[src/rtl/sgpr_retire_arbiter_pkg.sv]
// Shared widths, retire-event payload and helpers for the SGPR retire arbiter.
// Also carries the shared SGPR/retire macros, guarded so an existing define file wins.
// No logic here; everything is compile-time.
`ifndef SGPR_ADDR_LENGTH
`define SGPR_ADDR_LENGTH 9
`endif
`ifndef WF_ID_LENGTH
`define WF_ID_LENGTH 6
`endif
`ifndef SGPR_MASK_1W
`define SGPR_MASK_1W 4'b0001
`endif
`ifndef SGPR_MASK_2W
`define SGPR_MASK_2W 4'b0011
`endif
`ifndef SGPR_MASK_4W
`define SGPR_MASK_4W 4'b1111
`endif
`ifndef RETIRE_SRC_SALU
`define RETIRE_SRC_SALU 1'b0
`endif
`ifndef RETIRE_SRC_LSU
`define RETIRE_SRC_LSU 1'b1
`endif

package sgpr_retire_arbiter_pkg;

   localparam int WF_ID_W = `WF_ID_LENGTH;
   localparam int ADDR_W  = `SGPR_ADDR_LENGTH;

   localparam logic [3:0] MASK_1W = `SGPR_MASK_1W;
   localparam logic [3:0] MASK_2W = `SGPR_MASK_2W;
   localparam logic [3:0] MASK_4W = `SGPR_MASK_4W;

   typedef enum logic {
      SRC_SALU = `RETIRE_SRC_SALU,
      SRC_LSU  = `RETIRE_SRC_LSU
   } retire_src_e;

   // One retirement event as carried through the FIFOs and onto the comparator port.
   typedef struct packed {
      logic [WF_ID_W-1:0] wfid;
      logic [ADDR_W-1:0]  addr;
      logic [3:0]         mask;
   } retire_ent_t;

   // Mask must be 1, 2 or 4 words and the base address aligned to that size.
   function automatic logic mask_legal(input logic [3:0] mask, input logic [ADDR_W-1:0] addr);
      logic ok;
      ok = 1'b0;
      case (mask)
         MASK_1W: ok = 1'b1;
         MASK_2W: ok = (addr[0] == 1'b0);
         MASK_4W: ok = (addr[1:0] == 2'b00);
         default: ok = 1'b0;
      endcase
      return ok;
   endfunction

endpackage

[src/rtl/sgpr_retire_arbiter_if.sv]
// Retire request channel from one producer (SALU or LSU) into the arbiter.
// Latency: none, plain wires.
// Backpressure: ready is owned by the arbiter side and reflects FIFO space only.
interface sgpr_retire_arbiter_if;
   import sgpr_retire_arbiter_pkg::*;

   logic               valid;
   logic               ready;
   logic [WF_ID_W-1:0] wfid;
   logic [ADDR_W-1:0]  addr;
   logic [3:0]         mask;

   modport master (output valid, output wfid, output addr, output mask, input ready);
   modport slave  (input valid, input wfid, input addr, input mask, output ready);
endinterface

[src/rtl/sgpr_retire_fifo.sv]
// Small per-source FIFO of retire events; head is visible without popping.
// Latency: a pushed entry is at the head the cycle after the push edge (no bypass).
// Backpressure: full is derived from the registered count only; caller must not push when full.
module sgpr_retire_fifo
   import sgpr_retire_arbiter_pkg::*;
#(
   parameter int DEPTH = 4,
   localparam int PW = $clog2(DEPTH),
   localparam int CW = PW + 1
) (
   input  logic          clk,
   input  logic          rst,
   input  logic          push_i,
   input  retire_ent_t   push_dat_i,
   input  logic          pop_i,
   output retire_ent_t   head_o,
   output logic          full_o,
   output logic          empty_o,
   output logic [CW-1:0] count_o
);

   retire_ent_t   mem_q [DEPTH];
   logic [PW-1:0] wr_ptr_q, wr_ptr_d;
   logic [PW-1:0] rd_ptr_q, rd_ptr_d;
   logic [CW-1:0] count_q, count_d;

   assign head_o  = mem_q[rd_ptr_q];
   assign full_o  = (count_q == CW'(DEPTH));
   assign empty_o = (count_q == '0);
   assign count_o = count_q;

   // Pointer and occupancy next state; pointers wrap at the power-of-two depth.
   always_comb begin
      wr_ptr_d = wr_ptr_q;
      rd_ptr_d = rd_ptr_q;
      count_d  = count_q;
      if (push_i) wr_ptr_d = wr_ptr_q + PW'(1);
      if (pop_i)  rd_ptr_d = rd_ptr_q + PW'(1);
      case ({push_i, pop_i})
         2'b10:   count_d = count_q + CW'(1);
         2'b01:   count_d = count_q - CW'(1);
         default: count_d = count_q;
      endcase
   end

   // Control state, cleared asynchronously so reset discards queued entries.
   always_ff @(posedge clk or posedge rst) begin
      if (rst) begin
         wr_ptr_q <= '0;
         rd_ptr_q <= '0;
         count_q  <= '0;
      end else begin
         wr_ptr_q <= wr_ptr_d;
         rd_ptr_q <= rd_ptr_d;
         count_q  <= count_d;
      end
   end

   // Storage needs no reset: contents are only read while count is non-zero.
   always_ff @(posedge clk) begin
      if (push_i) mem_q[wr_ptr_q] <= push_dat_i;
   end

endmodule

[src/rtl/sgpr_retire_arbiter.sv]
// Round-robin merge of SALU/LSU SGPR retire events onto the scoreboard comparator port.
// Latency: accept at edge E into an empty FIFO -> retired_operand_* valid after edge E+1.
// Backpressure: per-source ready = FIFO not full; retire_hold_i freezes output, pops and grant pointer.
module sgpr_retire_arbiter
   import sgpr_retire_arbiter_pkg::*;
#(
   parameter int FIFO_DEPTH = 4
) (
   input  logic               clk,
   input  logic               rst,
   sgpr_retire_arbiter_if.slave salu_if,
   sgpr_retire_arbiter_if.slave lsu_if,
   input  logic               retire_hold_i,
   output logic               retired_operand_valid_o,
   output logic [WF_ID_W-1:0] retired_operand_wfid_o,
   output logic [ADDR_W-1:0]  retired_operand_addr_o,
   output logic [3:0]         retired_operand_mask_o,
   output logic               retire_pending_o,
   output logic               retire_err_o
);

   localparam int CW = $clog2(FIFO_DEPTH) + 1;

   retire_ent_t   salu_in, lsu_in, salu_head, lsu_head, head;
   logic          salu_push, lsu_push, salu_pop, lsu_pop;
   logic          salu_full, lsu_full, salu_empty, lsu_empty;
   logic [CW-1:0] salu_count, lsu_count;

   logic          grant, head_legal;
   retire_src_e   grant_src;

   logic          out_vld_q, out_vld_d;
   retire_ent_t   out_ent_q, out_ent_d;
   logic          err_q, err_d;
   retire_src_e   last_grant_q, last_grant_d;

   assign salu_in = '{wfid: salu_if.wfid, addr: salu_if.addr, mask: salu_if.mask};
   assign lsu_in  = '{wfid: lsu_if.wfid,  addr: lsu_if.addr,  mask: lsu_if.mask};

   // Ready looks only at registered occupancy, so a full FIFO stays not-ready while draining.
   assign salu_if.ready = !rst && !salu_full;
   assign lsu_if.ready  = !rst && !lsu_full;
   assign salu_push     = salu_if.valid && salu_if.ready;
   assign lsu_push      = lsu_if.valid && lsu_if.ready;

   sgpr_retire_fifo #(.DEPTH(FIFO_DEPTH)) u_salu_fifo (
      .clk        (clk),
      .rst        (rst),
      .push_i     (salu_push),
      .push_dat_i (salu_in),
      .pop_i      (salu_pop),
      .head_o     (salu_head),
      .full_o     (salu_full),
      .empty_o    (salu_empty),
      .count_o    (salu_count)
   );

   sgpr_retire_fifo #(.DEPTH(FIFO_DEPTH)) u_lsu_fifo (
      .clk        (clk),
      .rst        (rst),
      .push_i     (lsu_push),
      .push_dat_i (lsu_in),
      .pop_i      (lsu_pop),
      .head_o     (lsu_head),
      .full_o     (lsu_full),
      .empty_o    (lsu_empty),
      .count_o    (lsu_count)
   );

   // Round-robin grant among non-empty FIFOs; on a tie the source not granted last wins.
   always_comb begin
      grant     = 1'b0;
      grant_src = last_grant_q;
      if (!retire_hold_i) begin
         if (!salu_empty && !lsu_empty) begin
            grant     = 1'b1;
            grant_src = (last_grant_q == SRC_SALU) ? SRC_LSU : SRC_SALU;
         end else if (!salu_empty) begin
            grant     = 1'b1;
            grant_src = SRC_SALU;
         end else if (!lsu_empty) begin
            grant     = 1'b1;
            grant_src = SRC_LSU;
         end
      end
   end

   assign salu_pop   = grant && (grant_src == SRC_SALU);
   assign lsu_pop    = grant && (grant_src == SRC_LSU);
   assign head       = (grant_src == SRC_LSU) ? lsu_head : salu_head;
   assign head_legal = mask_legal(head.mask, head.addr);

   // Output register, sticky error and grant pointer next state; hold freezes all but error.
   always_comb begin
      out_vld_d    = out_vld_q;
      out_ent_d    = out_ent_q;
      err_d        = err_q;
      last_grant_d = last_grant_q;
      if (grant) last_grant_d = grant_src;
      if (!retire_hold_i) begin
         out_vld_d = grant && head_legal;
         if (grant && head_legal) out_ent_d = head;
      end
      if (grant && !head_legal) err_d = 1'b1;
   end

   // State registers; reset drops the presented event and points last grant at LSU.
   always_ff @(posedge clk or posedge rst) begin
      if (rst) begin
         out_vld_q    <= 1'b0;
         out_ent_q    <= '0;
         err_q        <= 1'b0;
         last_grant_q <= SRC_LSU;
      end else begin
         out_vld_q    <= out_vld_d;
         out_ent_q    <= out_ent_d;
         err_q        <= err_d;
         last_grant_q <= last_grant_d;
      end
   end

   assign retired_operand_valid_o = out_vld_q;
   assign retired_operand_wfid_o  = out_ent_q.wfid;
   assign retired_operand_addr_o  = out_ent_q.addr;
   assign retired_operand_mask_o  = out_ent_q.mask;
   assign retire_err_o            = err_q;
   assign retire_pending_o        = (salu_count != '0) || (lsu_count != '0) || out_vld_q;

endmodule

[src/flat_wrapper.sv]
// flat-port wrapper written by rule: the top's interface ports become plain ports
module sgpr_retire_arbiter_flat import sgpr_retire_arbiter_pkg::*;
#(
   parameter int FIFO_DEPTH = 4
)
  (clk, rst, retire_hold_i, retired_operand_valid_o, retired_operand_wfid_o, retired_operand_addr_o, retired_operand_mask_o, retire_pending_o, retire_err_o, salu_if_valid, salu_if_wfid, salu_if_addr, salu_if_mask, salu_if_ready, lsu_if_valid, lsu_if_wfid, lsu_if_addr, lsu_if_mask, lsu_if_ready);
  sgpr_retire_arbiter_if salu_if_i ();
  sgpr_retire_arbiter_if lsu_if_i ();
  input  logic clk;
  input  logic rst;
  input  logic retire_hold_i;
  output logic retired_operand_valid_o;
  output logic [WF_ID_W-1:0] retired_operand_wfid_o;
  output logic [ADDR_W-1:0] retired_operand_addr_o;
  output logic [3:0] retired_operand_mask_o;
  output logic retire_pending_o;
  output logic retire_err_o;
  input wire logic [$bits(salu_if_i.valid)-1:0] salu_if_valid;
  input wire logic [$bits(salu_if_i.wfid)-1:0] salu_if_wfid;
  input wire logic [$bits(salu_if_i.addr)-1:0] salu_if_addr;
  input wire logic [$bits(salu_if_i.mask)-1:0] salu_if_mask;
  output wire logic [$bits(salu_if_i.ready)-1:0] salu_if_ready;
  input wire logic [$bits(lsu_if_i.valid)-1:0] lsu_if_valid;
  input wire logic [$bits(lsu_if_i.wfid)-1:0] lsu_if_wfid;
  input wire logic [$bits(lsu_if_i.addr)-1:0] lsu_if_addr;
  input wire logic [$bits(lsu_if_i.mask)-1:0] lsu_if_mask;
  output wire logic [$bits(lsu_if_i.ready)-1:0] lsu_if_ready;
  assign salu_if_i.valid = salu_if_valid;
  assign salu_if_i.wfid = salu_if_wfid;
  assign salu_if_i.addr = salu_if_addr;
  assign salu_if_i.mask = salu_if_mask;
  assign salu_if_ready = salu_if_i.ready;
  assign lsu_if_i.valid = lsu_if_valid;
  assign lsu_if_i.wfid = lsu_if_wfid;
  assign lsu_if_i.addr = lsu_if_addr;
  assign lsu_if_i.mask = lsu_if_mask;
  assign lsu_if_ready = lsu_if_i.ready;
  sgpr_retire_arbiter #(.FIFO_DEPTH(FIFO_DEPTH)) u_core (.clk(clk), .rst(rst), .salu_if(salu_if_i), .lsu_if(lsu_if_i), .retire_hold_i(retire_hold_i), .retired_operand_valid_o(retired_operand_valid_o), .retired_operand_wfid_o(retired_operand_wfid_o), .retired_operand_addr_o(retired_operand_addr_o), .retired_operand_mask_o(retired_operand_mask_o), .retire_pending_o(retire_pending_o), .retire_err_o(retire_err_o));
endmodule
[config.mk]
export PLATFORM = sky130hd
export DESIGN_NAME = sgpr_retire_arbiter_flat
export DESIGN_NICKNAME = d
export VERILOG_FILES = /design/src/rtl/sgpr_retire_arbiter_pkg.sv /design/src/rtl/sgpr_retire_arbiter_if.sv /design/src/rtl/sgpr_retire_fifo.sv /design/src/rtl/sgpr_retire_arbiter.sv /design/src/flat_wrapper.sv
export SDC_FILE = /design/constraint.sdc
export NUM_CORES = 1
export LEC_CHECK = 0
export CORE_ASPECT_RATIO = 1.25
export CORE_MARGIN = 2
export CORE_UTILIZATION = 60
export CTS_CLUSTER_DIAMETER = 100
export CTS_CLUSTER_SIZE = 8
export DETAILED_ROUTE_END_ITERATION = 6
export GPL_TIMING_DRIVEN = 0
export PLACE_DENSITY_LB_ADDON = 0.2
export RECOVER_POWER = 100
export SETUP_SLACK_MARGIN = 0.2
export SLEW_MARGIN = 20
export SYNTH_ARGS = -nofsm -noshare
export SYNTH_HDL_FRONTEND = slang
export SYNTH_SLANG_ARGS = --single-unit
[constraint.sdc]
create_clock -name clk -period 4.6 [get_ports clk]
set_input_delay 1.15 -clock clk [delete_from_list [all_inputs] [get_ports clk]]
set_output_delay 1.15 -clock clk [all_outputs]
set_load 0.05 [all_outputs]
# ---- After elaboration in Yosys (flattened, before gate mapping)
# Memory sizes are Yosys's and may differ from the RTL's.
# Cells that the tools add are included.
dict set report classes {
  eq_ne 9
  multipliers 0
  n_mux 17
  n_bitwise 3
  n_lt_le_gt_ge 0
  n_addsub 8
  div_mod_pow 0
  n_shift 0
  n_reduce_logical 25
}
# operator n
set ops {}
lappend ops {{two-way mux 19 bit} 1}
lappend ops {{two-way mux 1 bit} 13}
lappend ops {{one-hot mux 3 bit (2 select lines)} 2}
lappend ops {{logical AND 1 bit} 9}
lappend ops {{adder 2 x 1 -> 2 bit, second input constant} 4}
lappend ops {{adder 3 x 1 -> 3 bit, second input constant} 2}
lappend ops {{equality test 3 bit, second input constant} 2}
lappend ops {{logical NOT 1 bit} 6}
lappend ops {{logical NOT 3 bit} 2}
lappend ops {{nonzero test 3 bit} 2}
lappend ops {{subtractor 3 x 1 -> 3 bit, second input constant} 2}
lappend ops {{equality test 2 x 1 -> 1 bit, second input constant} 2}
lappend ops {{equality test 2 bit, second input constant} 2}
lappend ops {{equality test 4 x 1 -> 1 bit, second input constant} 1}
lappend ops {{equality test 4 x 2 -> 1 bit, second input constant} 1}
lappend ops {{equality test 4 bit, second input constant} 1}
lappend ops {{nonzero test 2 bit} 2}
lappend ops {{inverter 1 bit} 3}
lappend ops {{one-hot mux 1 bit (3 select lines)} 1}
lappend ops {{logical NOT 2 bit} 1}
lappend ops {{logical OR 1 bit} 2}
lappend ops {{AND reduction 2 bit} 1}
dict set report word_totals {
  rom_bits 0
  output_inout_bits 24
  latchBits 0
  regBits 36
  mem_bits_rw 152
  memories 2
}
# name words word_bits rd rd_clocked_by_memory_dff wr line
set memory_table {}
lappend memory_table {u_core.u_lsu_fifo.mem_q 4 19 1 0 1 sgpr_retire_fifo.sv:22} ;# retire_ent_t mem_q [DEPTH];
lappend memory_table {u_core.u_salu_fifo.mem_q 4 19 1 0 1 sgpr_retire_fifo.sv:22}

# ---- Logic depth before layout (Yosys ltp)
# Gate-level depths: netlist of run 1.
dict set report logic_depth {
  ltp_word 10
  ltp_mapped 11
  ltp_nobuf 10
}

# ---- Hierarchy
# A second synthesis of run 1 with hierarchy kept.
dict set report hier_totals {
  hier_cells 398
  hier_area_um2 7742.4
}
# module instances area_each_um2 cells_each seq_area_each_um2
set modules_own_cells {}
lappend modules_own_cells {sgpr_retire_fifo 2 3145.5 136 2457.4}
lappend modules_own_cells {sgpr_retire_arbiter 1 1451.4 126 551.8}

# ---- Worst setup path after synthesis of run 1
# Ideal clock, no wire load.
dict set report synth_path {
  path_type {input-to-reg}
  startpoint {input port rst}
  endpoint {register u_core.u_lsu_fifo.count_q[2], in the netlist u_core.u_lsu_fifo.count_o[2]}
  stages 9
  n_path_buf 0
  setup_slack_ns 1.294
  required_ns 4.475
  t_arrival_ns 3.180
  path_cell_list {a31oi_1 and2_1 inv_1 ha_1 inv_1 fa_1 xor2_1 nor2_1 xor2_1}
}
dict set report synth_between {
  elab_chain_cells 5
  word_cells_on_any_way 7
}
# item line
set synth_lines {}
lappend synth_lines {{from (decl)} flat_wrapper.sv:10} ;# input logic rst;
lappend synth_lines {{logical NOT 1 bit (*)} sgpr_retire_arbiter.sv:42} ;# assign lsu_if.ready = !rst && !lsu_full;
lappend synth_lines {{logical AND 1 bit (*)} sgpr_retire_arbiter.sv:42}
lappend synth_lines {{logical AND 1 bit (*)} sgpr_retire_arbiter.sv:44} ;# assign lsu_push = lsu_if.valid && lsu_if.ready;
lappend synth_lines {{equality test 2 x 1 -> 1 bit or equality test 2 bit (tied branches)} sgpr_retire_fifo.sv:39} ;# case ({push_i, pop_i})
lappend synth_lines {{one-hot mux 3 bit (2 select lines) or nonzero test 2 bit (tied branches)} n/a}
lappend synth_lines {{to (signal assigned)} sgpr_retire_fifo.sv:55} ;# count_q <= count_d;
lappend synth_lines {{to (decl)} sgpr_retire_fifo.sv:25} ;# logic [CW-1:0] count_q, count_d;
# Every way passes the cells marked *; elsewhere a longest branch is shown, timed or not.
# A chain may end at the register's enable or synchronous reset.

# ---- Worst setup path after layout of run 1
dict set report layout_path {
  startpoint {input port rst}
  endpoint {output port salu_if_ready}
}
dict set report layout_between {
  elab_chain_cells 2
}
# item line
set layout_lines {}
lappend layout_lines {{logical NOT 1 bit} sgpr_retire_arbiter.sv:41} ;# assign salu_if.ready = !rst && !salu_full;
lappend layout_lines {{logical AND 1 bit} sgpr_retire_arbiter.sv:41}
lappend layout_lines {{to (decl)} flat_wrapper.sv:22} ;# output wire logic [$bits(salu_if_i.ready)-1:0] salu_if_ready;
# Every way passes these cells.

==> results of run 1 <==
==> metrics by stage <==
| step | hold slack [ps] | total power, W | cell area [um^2] |
|---|---|---|---|
| 4_1_cts | 486.7 | 0.005823 | 8997 |
| 2_1_floorplan | 476.3 | 0.003801 | 7555 |
| 3_3_place_gp | 450.9 | 0.004353 | 8421 |
| 5_1_grt | 510.9 | 0.005940 | 8925 |
| 6_report | 478.1 | 0.005662 | 8925 |
| 3_5_place_dp | 465.1 | 0.004439 | 8441 |
==> logic make-up after synthesis <==
kind of cell / after synthesis / share of synthesized area
compound gates: 18 / 0.01855
fa+ha+maj: 12 / 0.02186
flops: 188 / 0.7236
buf+inv: 29 / 0.01706
mux: 57 / 0.1501
xor+xnor: 12 / 0.01391
simple gates: 90 / 0.05499
==> cell type report <==
class / instances / area share
repair buffers: 67 / 0.07444
plain buffers: 13 / 0.006729
inverters: 16 / 0.006729
multi-input cells: 189 / 0.2142
flip-flops and latches: 188 / 0.6125
clock inverters: 15 / 0.01472
clock buffers: 17 / 0.04767
well taps: 164 / 0.02299
==> registers in the layout, indices dropped and copies added, names as in the netlist, 2 cells and up <==
name,count
u_core.u_lsu_fifo.mem_q,76
u_core.u_lsu_fifo.count_o,3
u_core.u_salu_fifo.wr_ptr_q,2
u_core.retired_operand_addr_o,9
u_core.u_lsu_fifo.wr_ptr_q,2
u_core.u_salu_fifo.mem_q,76
u_core.u_salu_fifo.rd_ptr_q,2
u_core.retired_operand_mask_o,4
u_core.u_salu_fifo.count_o,3
u_core.retired_operand_wfid_o,6
u_core.u_lsu_fifo.rd_ptr_q,2
==> layer usage <==
metal	vias up	wire, um	part of all wire
li1	1740	-	-
met1	1984	5601	0.39
met2	108	7943	0.55
met3	20	659	0.046
met4	0	257	0.018
met5	-	0	0
==> cell usage after synthesis (all sizes together) <==
cell    number
edfxtp     152
nand2       58
mux4        38
dfrtp       35
inv         16
mux2        16
ha          10
and3         8
buf          7
clkbuf       6
nor2         6
xnor2        6
xor2         6
nand2b       5
a21oi        3
mux2i        3
nor3         3
o21ai        3
or3          3
a31oi        2
and2         2
fa           2
a211o        1
a211oi       1
a21boi       1
dfstp        1
nand3        1
nand3b       1
o211a        1
o211ai       1
o21bai       1
o221ai       1
o22ai        1
o31a         1
o31ai        1
or2          1
or3b         1
or4b         1
==> worst max-delay path, cell delays in order <==
cell and delay (ps):
dlygate4sd3_1 610, a31oi_1 390, dlygate4sd3_1 940
==> worst max path at each step <==
stage                     depth (start not counted)  slack (ps)                            to
after detailed placement                          3         470                 salu_if_ready
after floorplan                                   9        1290  u_core.u_lsu_fifo.count_o[2]
final                                             3         360                 salu_if_ready
after global routing                              3         290                 salu_if_ready
after global placement                            3         570                 salu_if_ready
after CTS                                         3         470                 salu_if_ready
==> report_power, final <==
group          leakage (nW)  internal, W  switching (W)
combinational          1.17     0.000787        0.00120
sequential             1.81      0.00216       0.000161
clock                 0.274     0.000712       0.000643
total                  3.25      0.00366        0.00201
==> flow_summary.toml, run 1 <==
[final_layout]
area_growth_pct = 18.14
diodes = 0
seqCellArea_um2 = 5466
nets = 547
multiInputGateArea_um2 = 1912
final_core_utilization = 0.7305
final_cells = 669
mostFrequentLayoutCell = "edfxtp_1"
drive_above_1_share = 0.1465
final_cell_mix = "edfxtp_1, dlygate4sd3_1, nand2_1, dfrtp_1, mux4_2"
fill_cells = 759

[sta]
fin_crit_ps = 4242
worstMarginPinSlew_ps = 1655
maxSlewViolCount = 30
finalSetupTns_ps = 0
fmax_ghz = 0.2357
fin_ws_ps = 358.0
rsz0062_at_grt = "no"
slew_headroom = -0.1031
setup_violations = 0
hold_violations = 0
clock-skew-final_ps = 7.131
finalCritPeriodShare = 0.9222

[setup_path]
startpoint = "rst"
worstPathRequired_ps = 3450
crit_type = "input port to primary output"
reg2reg_depth = 7
setup.worst_path.start_class = "input port"
cp.arrival_ps = 3090
reg2reg_setup_slack_ps = 1060
worstPathMaxFanout = 6
r2r_start = "u_core.u_salu_fifo.rd_ptr_q[1]"
crit_path_end_kind = "primary output"
reg2reg_to = "u_core.retired_operand_wfid_o[1]"

[global_routing]
met3_usage = 0.05483
grt_overflow = 0
grt_max_degree = 30
grt_pass1_vias = 4193
antenna_found_initial = 0
track_usage = 0.2340
grt.busiest_layer = "met2"
met1_usage = 0.2833
grt_pass1_wl_um = 22820
grt_use_met2 = 0.4133

[floorplan]
core_um2 = 12220
num_rows = 45
fp.dieW_um = 104.4
die_h_um = 129.5
io_pins = 67
die_area_um2 = 13510
start_util = 0.6183

[yosys]
synth_area_leader_cell = "edfxtp_1"
synth_area_per_cell_um2 = 18.61
synthTopCellsByArea = "edfxtp_1, dfrtp_1, mux4_2"
ys_ff_latch = 188
synth_cell_type_count = 44
synth_fp_nets = 461
synthesis.area_um2 = 7555
ys_seq_area_frac = 0.7236
netlist_instances = 406
post-synth-top-area-fraction = 0.6042
ys_warn_count = 0

[outcome]
status = "finished with violations"
violations = "max-capacitance violations, max-slew violations"

[placement]
port_buffers = 66
dp.cells = 637
place.gp.congestion = 0.8142
hpwl_um = 9466
dpl_worst_slack_ps = 470.9

[clock_network]
root_buffer = "clkbuf_16"
clk_latency_ps = 420
clkSinkCount = 188
post-cts-setup-buffers = 0
cts_tree = "yes"
post_cts_resized = 0
hold_buffers = 0
cts_buffer_depth = 2
numCtsBuffers = 17
clk_pin_slew_ps = 70
h-tree-depth = 4

[route]
final_antenna_net_count = 0
wl_um = 14460
avgViaCountPerCell = 5.758
dr.pass1.iters = 4
vias = 3852
drt_drc_violations_left = 0
drt_iter0_markers = 251
wire_per_inst_um = 21.62

[power]
max-vdd-ir-drop_mv = 0.4780
p_leak_nw = 3.246
power.density_nw_per_um2 = 634.4

[min_path]
worstHoldEndpoint = "u_core.retired_operand_mask_o[0]"
min_path_cells = 1
min_from = "u_core.retired_operand_mask_o[0]"
hold_path_class = "register to register"

[job]
drv_cap = 1
Power figures use the tool's default switching activity.
==> inputs of run 2 (changes only) <==
--- a/config.mk
+++ b/config.mk
@@ -9,7 +9,7 @@
 export CORE_MARGIN = 2
 export CORE_UTILIZATION = 60
 export CTS_CLUSTER_DIAMETER = 100
-export CTS_CLUSTER_SIZE = 8
+export CTS_CLUSTER_SIZE = 16
 export DETAILED_ROUTE_END_ITERATION = 6
 export GPL_TIMING_DRIVEN = 0
 export PLACE_DENSITY_LB_ADDON = 0.2
==> results of run 2 <==
The final DEF is identical to that of run 1; final timing and power are the same.
